File: src/rtl/seq_restoring_divider_pkg.sv
// Shared types and sizing helpers for the sequential restoring divider.
// Optional feature macro used across this slice: DIV_ZERO_FLAG_EN.
package div_pkg;

    typedef enum logic [1:0] {
        IDLE = 2'd0,
        CALC = 2'd1,
        DONE = 2'd2
    } state_t;

    localparam int DEFAULT_WIDTH = 8;
    localparam int CNT_W         = $clog2(DEFAULT_WIDTH);

    // Iteration counter width for an arbitrary operand width (never below one bit).
    function automatic int cnt_w(input int w);
        return (w < 2) ? 1 : $clog2(w);
    endfunction

endpackage

File: src/rtl/seq_restoring_divider_if.sv
// Request/result handshake bundle for seq_restoring_divider.
// div_by_zero exists only when DIV_ZERO_FLAG_EN is defined.
interface seq_restoring_divider_if #(
    parameter int WIDTH = 8
);
    logic             in_valid;
    logic             in_ready;
    logic [WIDTH-1:0] dividend;
    logic [WIDTH-1:0] divisor;
    logic             out_valid;
    logic             out_ready;
    logic [WIDTH-1:0] quotient;
    logic [WIDTH-1:0] remainder;
`ifdef DIV_ZERO_FLAG_EN
    logic             div_by_zero;
`endif

    modport master (
        output in_valid, dividend, divisor, out_ready,
        input  in_ready, out_valid, quotient, remainder
`ifdef DIV_ZERO_FLAG_EN
        , input div_by_zero
`endif
    );

    modport slave (
        input  in_valid, dividend, divisor, out_ready,
        output in_ready, out_valid, quotient, remainder
`ifdef DIV_ZERO_FLAG_EN
        , output div_by_zero
`endif
    );

endinterface

File: src/rtl/seq_restoring_divider_ripple_sub.sv
// Combinational ripple subtractor: a - b computed as a + ~b + 1 with
// propagate/generate cells; borrow is the inverted final carry.
module ripple_sub #(
    parameter int W = 9
) (
    input  logic [W-1:0] a,
    input  logic [W-1:0] b,
    output logic [W-1:0] diff,
    output logic         borrow
);

    logic [W-1:0] bn;
    logic [W-1:0] p;
    logic [W-1:0] g;
    logic [W:0]   c;

    assign c[0] = 1'b1;

    generate
        for (genvar gi = 0; gi < W; gi++) begin : g_cell
            assign bn[gi]   = ~b[gi];
            assign p[gi]    = a[gi] ^ bn[gi];
            assign g[gi]    = a[gi] & bn[gi];
            assign diff[gi] = p[gi] ^ c[gi];
            assign c[gi+1]  = g[gi] | (p[gi] & c[gi]);
        end
    endgenerate

    assign borrow = ~c[W];

endmodule

File: src/rtl/seq_restoring_divider.sv
// Unsigned radix-2 restoring divider, one quotient bit per clock.
// Define DIV_ZERO_FLAG_EN to short-cut zero divisors and expose div_by_zero.
module seq_restoring_divider
    import div_pkg::*;
#(
    parameter int WIDTH = 8
) (
    input  logic                  clk,
    input  logic                  rst,
    seq_restoring_divider_if.slave bus
);

    localparam int CW = cnt_w(WIDTH);

    state_t           state_reg, state_next;
    logic [WIDTH-1:0] q_reg,     q_next;
    logic [WIDTH-1:0] rem_reg,   rem_next;
    logic [WIDTH-1:0] dvs_reg,   dvs_next;
    logic [CW-1:0]    cnt_reg,   cnt_next;
`ifdef DIV_ZERO_FLAG_EN
    logic             dbz_reg,   dbz_next;
`endif

    logic [WIDTH:0] partial;
    logic [WIDTH:0] trial;
    logic           borrow;
    logic           restore;

    assign partial = {rem_reg, q_reg[WIDTH-1]};

    ripple_sub #(.W(WIDTH + 1)) u_sub (
        .a      (partial),
        .b      ({1'b0, dvs_reg}),
        .diff   (trial),
        .borrow (borrow)
    );

    // A set MSB on a non-borrowing trial cannot happen while rem < divisor;
    // folding it in lets the stored remainder stay WIDTH bits.
    assign restore = borrow | trial[WIDTH];

    always_comb begin
        state_next = state_reg;
        q_next     = q_reg;
        rem_next   = rem_reg;
        dvs_next   = dvs_reg;
        cnt_next   = cnt_reg;
`ifdef DIV_ZERO_FLAG_EN
        dbz_next   = dbz_reg;
`endif
        case (state_reg)
            IDLE: begin
                if (bus.in_valid) begin
                    q_next     = bus.dividend;
                    dvs_next   = bus.divisor;
                    rem_next   = '0;
                    cnt_next   = CW'(WIDTH - 1);
                    state_next = CALC;
`ifdef DIV_ZERO_FLAG_EN
                    if (bus.divisor == '0) begin
                        q_next     = '1;
                        rem_next   = bus.dividend;
                        dbz_next   = 1'b1;
                        state_next = DONE;
                    end
`endif
                end
            end
            CALC: begin
                q_next   = {q_reg[WIDTH-2:0], ~restore};
                rem_next = restore ? partial[WIDTH-1:0] : trial[WIDTH-1:0];
                if (cnt_reg == '0) begin
                    state_next = DONE;
                end else begin
                    cnt_next = cnt_reg - 1'b1;
                end
            end
            DONE: begin
                if (bus.out_ready) begin
                    state_next = IDLE;
`ifdef DIV_ZERO_FLAG_EN
                    dbz_next   = 1'b0;
`endif
                end
            end
            default: state_next = IDLE;
        endcase
    end

    always_ff @(posedge clk or posedge rst) begin
        if (rst) begin
            state_reg <= IDLE;
            q_reg     <= '0;
            rem_reg   <= '0;
            dvs_reg   <= '0;
            cnt_reg   <= '0;
`ifdef DIV_ZERO_FLAG_EN
            dbz_reg   <= 1'b0;
`endif
        end else begin
            state_reg <= state_next;
            q_reg     <= q_next;
            rem_reg   <= rem_next;
            dvs_reg   <= dvs_next;
            cnt_reg   <= cnt_next;
`ifdef DIV_ZERO_FLAG_EN
            dbz_reg   <= dbz_next;
`endif
        end
    end

    assign bus.in_ready  = (state_reg == IDLE);
    assign bus.out_valid = (state_reg == DONE);
    assign bus.quotient  = q_reg;
    assign bus.remainder = rem_reg;
`ifdef DIV_ZERO_FLAG_EN
    assign bus.div_by_zero = dbz_reg;
`endif

endmodule

File: src/flat_wrapper.sv
// flat-port wrapper written by rule: the top's interface ports become plain ports
module seq_restoring_divider_flat import div_pkg::*;
#(
    parameter int WIDTH = 8
)
  (clk, rst, bus_in_valid, bus_dividend, bus_divisor, bus_out_ready, bus_in_ready, bus_out_valid, bus_quotient, bus_remainder);
  seq_restoring_divider_if #(.WIDTH(WIDTH)) bus_i ();
  input  logic clk;
  input  logic rst;
  input wire logic [$bits(bus_i.in_valid)-1:0] bus_in_valid;
  input wire logic [$bits(bus_i.dividend)-1:0] bus_dividend;
  input wire logic [$bits(bus_i.divisor)-1:0] bus_divisor;
  input wire logic [$bits(bus_i.out_ready)-1:0] bus_out_ready;
  output wire logic [$bits(bus_i.in_ready)-1:0] bus_in_ready;
  output wire logic [$bits(bus_i.out_valid)-1:0] bus_out_valid;
  output wire logic [$bits(bus_i.quotient)-1:0] bus_quotient;
  output wire logic [$bits(bus_i.remainder)-1:0] bus_remainder;
  assign bus_i.in_valid = bus_in_valid;
  assign bus_i.dividend = bus_dividend;
  assign bus_i.divisor = bus_divisor;
  assign bus_i.out_ready = bus_out_ready;
  assign bus_in_ready = bus_i.in_ready;
  assign bus_out_valid = bus_i.out_valid;
  assign bus_quotient = bus_i.quotient;
  assign bus_remainder = bus_i.remainder;
  seq_restoring_divider #(.WIDTH(WIDTH)) u_core (.clk(clk), .rst(rst), .bus(bus_i));
endmodule
File: config.mk
export PLATFORM = sky130hd
export DESIGN_NAME = seq_restoring_divider_flat
export DESIGN_NICKNAME = d
export VERILOG_FILES = /design/src/rtl/seq_restoring_divider_pkg.sv /design/src/rtl/seq_restoring_divider_if.sv /design/src/rtl/seq_restoring_divider_ripple_sub.sv /design/src/rtl/seq_restoring_divider.sv /design/src/flat_wrapper.sv
export SDC_FILE = /design/constraint.sdc
export NUM_CORES = 1
export LEC_CHECK = 0
export ABC_CLOCK_PERIOD_IN_PS = 10700
export CAP_MARGIN = 20
export CORE_MARGIN = 4
export CORE_UTILIZATION = 52
export DETAILED_ROUTE_END_ITERATION = 7
export GPL_TIMING_DRIVEN = 0
export PLACE_DENSITY = 0.86
export SYNTH_ARGS = -nofsm -noshare
export SYNTH_HDL_FRONTEND = slang
export SYNTH_SLANG_ARGS = --single-unit
File: constraint.sdc
create_clock -name clk -period 10.7 [get_ports clk]
set_input_delay 1.605 -clock clk [delete_from_list [all_inputs] [get_ports clk]]
set_output_delay 1.605 -clock clk [all_outputs]
set_load 0.005 [all_outputs]
==> results of run 1 <==
-- through the flow --
step | setup WS, ns | hold WS [ns]
floorplan | 6.62 | 0.445
global placement | 6.36 | 0.458
detailed placement | 6.27 | 0.501
CTS | 6.25 | 0.511
global route | 6.07 | 0.544
finish | 6.24 | 0.506
-- kinds of logic after synthesis --
logic type / synth area share, %
compound gates: 10.2
xor+xnor: 1.08
fa+ha+maj: 11.8
buf+inv: 6.76
flops: 48.4
mux: 10.7
simple gates: 11.1
-- layout make-up --
| class | instances | area (um2) | share of cell area, % |
|---|---|---|---|
| clock buffer | 7 | 55.1 | 2.76 |
| sequential | 29 | 726 | 36.4 |
| buffer | 7 | 52.6 | 2.64 |
| timing repair buffer | 38 | 398 | 20.0 |
| inverter | 13 | 48.8 | 2.45 |
| multi-input combinational | 80 | 673 | 33.8 |
| tap | 31 | 38.8 | 1.95 |
-- worst paths after layout --
path | startpoint | endpoint | slack, ns
max in group asynchronous | rst | u_core.state_reg[1] | 8.59
worst min-delay path | u_core.cnt_reg[0] | u_core.cnt_reg[0] | 0.51
min in group asynchronous | rst | u_core.dvs_reg[6] | 1.61
worst max-delay path | u_core.bus.quotient[7] | u_core.bus.quotient[0] | 6.24
worst min register to register | u_core.cnt_reg[0] | u_core.cnt_reg[0] | 0.51
worst max register to register | u_core.bus.quotient[7] | u_core.bus.quotient[0] | 6.24
-- worst max-delay path: stages (launching register included) --
cell,delay [ns]
dfrtp_1,0.43
inv_1,0.08
ha_1,0.21
fa_1,0.38
fa_1,0.39
fa_1,0.39
fa_1,0.40
fa_1,0.42
fa_1,0.41
fa_1,0.42
xor2_2,0.32
buf_4,0.25
nor2_1,0.05
a211o_1,0.23
-- layer usage --
layer	routed length, um	share of wire, %
met1	1420	42
met2	1730	51
met3	194	5.7
met4	64	1.9
met5	0	0
-- placed cells by master (no fill, tap or decap), types with 2 or more instances in the layout --
| cell | count |
|---|---|
| fa_1 | 7 |
| nand2_1 | 15 |
| nor2_1 | 2 |
| clkdlybuf4s50_1 | 37 |
| o311ai_0 | 8 |
| buf_6 | 2 |
| nand3_1 | 8 |
| o21ai_0 | 6 |
| mux2_2 | 8 |
| dfrtp_1 | 29 |
| clkbuf_4 | 5 |
| buf_2 | 3 |
| a2bb2oi_1 | 2 |
| inv_1 | 13 |
| ha_1 | 3 |
| buf_4 | 2 |
| mux2i_1 | 7 |
-- power by group through the flow --
stage                     Sequential (mW)  Combinational, mW  Clock, mW
after floorplan                     0.207              0.208          0
after global placement              0.210              0.312          0
after detailed placement            0.216              0.338          0
after CTS                           0.214              0.338     0.0684
after global routing                0.222              0.376     0.0746
final                               0.214              0.338     0.0679
==> flow_summary.json, run 1 <==
{
  "synth_flop_cell": "dfrtp_1",
  "setup_viol": 0,
  "max_freq_mhz": 224,
  "cts_max_level": 2,
  "ir_drop_v": 0.000235,
  "clk_pin_slew_ns": 0.09,
  "place_hpwl_um": 2510,
  "io_buffer_count": 37,
  "synthDominantCellAreaShare_pct": 48.4,
  "drtPass1Iterations": 4,
  "tritoncts": "built",
  "stdcell_count": 205,
  "wirelength_um": 3410,
  "core_area_um2": 2760,
  "rows": 19,
  "grt_use_met3_pct": 5.99,
  "grtUsageMet2_pct": 32.9,
  "synth.most_common_cell": "dfrtp_1",
  "totalNegativeSetupSlack_ns": 0,
  "ant_nets": 0,
  "swShare_pct": 39.4,
  "initial_core_util_pct": 54.4,
  "cts_made_buffers": 5,
  "grt_max_degree": 30,
  "die_width_um": 61.7,
  "worstMarginPinSlew_ns": 0.566,
  "dp.cells": 197,
  "routabilityCongestion": 0.770,
  "clock_skew_ns": 0.0147,
  "nFillCells": 203,
  "yosys.area.top_type": "dfrtp_1",
  "syn_inst": 129,
  "fin_util_pct": 72.2,
  "ios": 38,
  "drc": 0,
  "path_max_fanout": 10,
  "min_period_ns": 4.46,
  "power_frac_comb_pct": 54.5,
  "p_total_mw": 0.620,
  "drive_gt1_share_pct": 14.4,
  "grt_pass1_wl_um": 5420,
  "rsz0062_at_grt": "false",
  "cts_root_buffer": "clkbuf_4",
  "via_count": 1137,
  "diodes": 0,
  "postCtsSetupBuffers": 0,
  "finalInstanceArea_um2": 1990,
  "reg2regPathDepth": 13,
  "relSlewSlack_pct": 62.2,
  "p_leak_nw": 0.873,
  "cp.required_ns": 10.92,
  "vias_per_cell": 5.55,
  "clkLatencyLatePin_ns": 0.33,
  "syn_area_um2": 1500,
  "nNetsFinal": 204,
  "dieArea_um2": 3810,
  "ys_seq_area_share_pct": 48.4,
  "drv_cap": 0,
  "grt_usage_pct": 20.1,
  "clock_power_share_pct": 11.0,
  "synth_common_cells": "dfrtp_1 (29), nand2_1 (15), inv_1 (13)",
  "top_usage_layer": "met2",
  "ys_ff_latch": 29,
  "power_frac_seq_pct": 34.5,
  "synth_area_leaders": "dfrtp_1 (48%), fa_1 (9.3%), mux2_2 (6.0%), mux2i_1 (4.7%), o311ai_0 (4.7%)",
  "grt_antenna_before_repair": 0,
  "ys_types": 29,
  "synth_area_per_cell_um2": 11.6,
  "routedWlPerCell_um": 16.6,
  "post-route-period-util_pct": 41.7,
  "yosys_warnings": 0,
  "postCtsHoldBufs": 0,
  "maxSlewViolCount": 0,
  "finalHoldViolations": 0,
  "worstSetupEndpointType": "flip-flop",
  "p_sw_mw": 0.244,
  "crit_type": "reg2reg",
  "drtIter0Drc": 58,
  "hold_path_class": "reg2reg",
  "die_y_um": 61.7,
  "postPlaceCellArea_um2": 1910,
  "clkSinkCount": 29,
  "startpoint_type": "flip-flop",
  "p_int_mw": 0.376,
  "overflow": 0,
  "syn2layout_area_growth_pct": 32.8,
  "status": "finished clean",
  "syn_nets": 159,
  "synth_edf_count": 0,
  "synth_async_sr_flop_share_pct": 100,
  "cts_resized": 0,
  "cp_data_arrival_time_ns": 4.68,
  "grt_pass1_vias": 1232,
  "globalRouteMet1Util_pct": 25.2,
  "clock_path_buffers": 2,
  "holdPathStages": 1,
  "p_per_area_nw_per_um2": 311
}
(Power assumes the default switching activity.)
==> run 2: changes to the inputs <==
--- a/config.mk
+++ b/config.mk
@@ -5,13 +5,13 @@
 export SDC_FILE = /design/constraint.sdc
 export NUM_CORES = 1
 export LEC_CHECK = 0
-export ABC_CLOCK_PERIOD_IN_PS = 10700
+export ABC_CLOCK_PERIOD_IN_PS = 3600
 export CAP_MARGIN = 20
 export CORE_MARGIN = 4
-export CORE_UTILIZATION = 52
+export CORE_UTILIZATION = 43
 export DETAILED_ROUTE_END_ITERATION = 7
 export GPL_TIMING_DRIVEN = 0
-export PLACE_DENSITY = 0.86
+export PLACE_DENSITY = 0.76
 export SYNTH_ARGS = -nofsm -noshare
 export SYNTH_HDL_FRONTEND = slang
 export SYNTH_SLANG_ARGS = --single-unit
==> constraint.sdc (replaced) <==
create_clock -name clk -period 3.6 [get_ports clk]
set_input_delay 0.54 -clock clk [delete_from_list [all_inputs] [get_ports clk]]
set_output_delay 0.54 -clock clk [all_outputs]
set_load 0.005 [all_outputs]
==> run 2 against run 1 <==
  * The run now ends with negative setup slack left
  * Clock skew down 0.0014 ns
  * Final area rose by 4.9%
  * Die area grew 18%
  * Register-to-register slack lost 6.5 ns
  * Routed wire length is 1.8% lower
  * Critical endpoint unchanged
==> flow_summary.json, run 2 (synthesized netlist as in run 1, its figures left out) <==
{
  "status": "finished, violations left",
  "violations": "negative setup slack",
  "met3_length_um": 205,
  "nFillCells": 294,
  "ant_nets": 0,
  "path_max_fanout": 5,
  "cp.required_ns": 3.83,
  "clock_path_buffers": 2,
  "preCtsSetupSlack_ns": -0.436,
  "max_freq_mhz": 259,
  "drtPass1Iterations": 4,
  "overflow": 0,
  "p_per_area_nw_per_um2": 970,
  "p_leak_nw": 0.899,
  "tritoncts": "built",
  "clock_skew_ns": 0.0133,
  "routabilityCongestion": 0.709,
  "totalNegativeSetupSlack_ns": -1.92,
  "fin_util_pct": 62.1,
  "syn2layout_area_growth_pct": 39.3,
  "rsz0062_at_grt": "true",
  "postCtsHoldBufs": 0,
  "grt_pass1_vias": 1176,
  "worstMarginPinSlew_ns": 0.351,
  "nNetsFinal": 208,
  "m1WireLength_um": 1480,
  "drive_gt1_share_pct": 22.9,
  "routed.top_layer": "met4",
  "die_width_um": 67.1,
  "post-route-period-util_pct": 107,
  "reg2regPathDepth": 13,
  "die_y_um": 67.1,
  "drv_cap": 0,
  "reg2reg_slack_ns": -0.26,
  "grt_max_degree": 30,
  "reg2reg_from": "u_core.bus.quotient[7]",
  "final_common_cell": "clkdlybuf4s50_1",
  "io_buffer_count": 37,
  "clk_pin_slew_ns": 0.09,
  "p_total_mw": 2.03,
  "wirelength_um": 3350,
  "core_area_um2": 3360,
  "cp_data_arrival_time_ns": 4.09,
  "crit_type": "reg2reg",
  "rr_endpoint": "u_core.bus.quotient[0]",
  "grt_usage_pct": 17.3,
  "clkSinkCount": 29,
  "drc": 0,
  "dieArea_um2": 4500,
  "maxSlewViolCount": 0,
  "rows": 21,
  "setup_viol": 9,
  "min_period_ns": 3.86,
  "finalHoldViolations": 0,
  "vias_per_cell": 5.14,
  "cts_made_buffers": 5,
  "worstSetupEndpointType": "flip-flop",
  "hold_path_class": "in2async",
  "ios": 38,
  "ir_drop_v": 0.000451,
  "met2_length_um": 1600,
  "cts_root_buffer": "clkbuf_4",
  "routedWlPerCell_um": 14.9,
  "grt_pass1_wl_um": 5700,
  "initial_core_util_pct": 44.6,
  "whs_ns": 0.433,
  "fin_ws_ns": -0.260,
  "diodes": 0,
  "most-common-layout-cells": "clkdlybuf4s50_1 (37), dfrtp_1 (29), nand2_1 (15), inv_1 (13)",
  "clkLatencyLatePin_ns": 0.34,
  "relSlewSlack_pct": 76.6,
  "drtIter0Drc": 55,
  "grt_antenna_before_repair": 0,
  "place_hpwl_um": 2400,
  "startpoint_type": "flip-flop",
  "cts_max_level": 2,
  "via_count": 1156
}
run 2: cell count changes in the layout (fill, tap and decap cells not counted), moves of 3 or more:
cell      delta
fa_2         +7
fa_1         -7
buf_4        +3
o311ai_1     +3
o311ai_0     -5
run 2: metrics by stage:
step,instance area [um2],instances
2_1_floorplan,1540,129
3_3_place_gp,1960,212
6_report,2090,225
3_5_place_dp,1960,212
4_1_cts,2060,224
5_1_grt,2090,225
run 2: what timing repair did:
action,4_1_cts,5_1_grt
buffers inserted,3,0
gates cloned,1,0
setup endpoints to repair,9,9
pin swaps,1,0
gates resized for setup,8,0
run 2: worst max path at each step:
stage	start	endpoint	slack [ns]	cells after the start
detailed placement	u_core.bus.quotient[7]	u_core.bus.quotient[0]	-0.44	13
floorplan	u_core.bus.quotient[7]	u_core.bus.quotient[0]	-0.19	13
finish	u_core.bus.quotient[7]	u_core.bus.quotient[0]	-0.26	13
global placement	u_core.bus.quotient[7]	u_core.bus.quotient[0]	-0.37	13
global route	u_core.bus.quotient[7]	u_core.bus.quotient[0]	-0.39	13
CTS	u_core.bus.quotient[7]	u_core.bus.quotient[0]	-0.26	13
run 2: cell type report:
type / count / area [um2] / area share, %
buffer: 7 / 56.3 / 2.69
clock buffer: 6 / 41.3 / 1.98
clock inverter: 2 / 10.0 / 0.479
inverter: 13 / 48.8 / 2.34
multi-input combinational: 80 / 722 / 34.6
sequential: 29 / 726 / 34.7
tap: 46 / 57.6 / 2.75
timing repair buffer: 42 / 428 / 20.5
run 2: layer usage:
layer / vias up / global-route usage, %
li1: 543 / -
met1: 569 / 22.3
met2: 36 / 26.6
met3: 8 / 6.07
met4: 0 / 6.58
met5: - / 0
run 2: power breakdown:
part	leakage [nW]	internal, mW	switching, mW	total (mW)
Clock	0.0320	0.0742	0.119	0.194
Sequential	0.352	0.492	0.143	0.635
Combinational	0.515	0.666	0.532	1.20
run 2: worst max-delay path, stage by stage (launching register included):
cell	delay [ns]
dfrtp_1	0.38
inv_1	0.05
ha_2	0.19
fa_2	0.34
fa_2	0.35
fa_2	0.35
fa_2	0.36
fa_2	0.37
fa_2	0.36
fa_2	0.39
xor2_4	0.22
buf_6	0.15
nor2_2	0.03
a211o_1	0.23
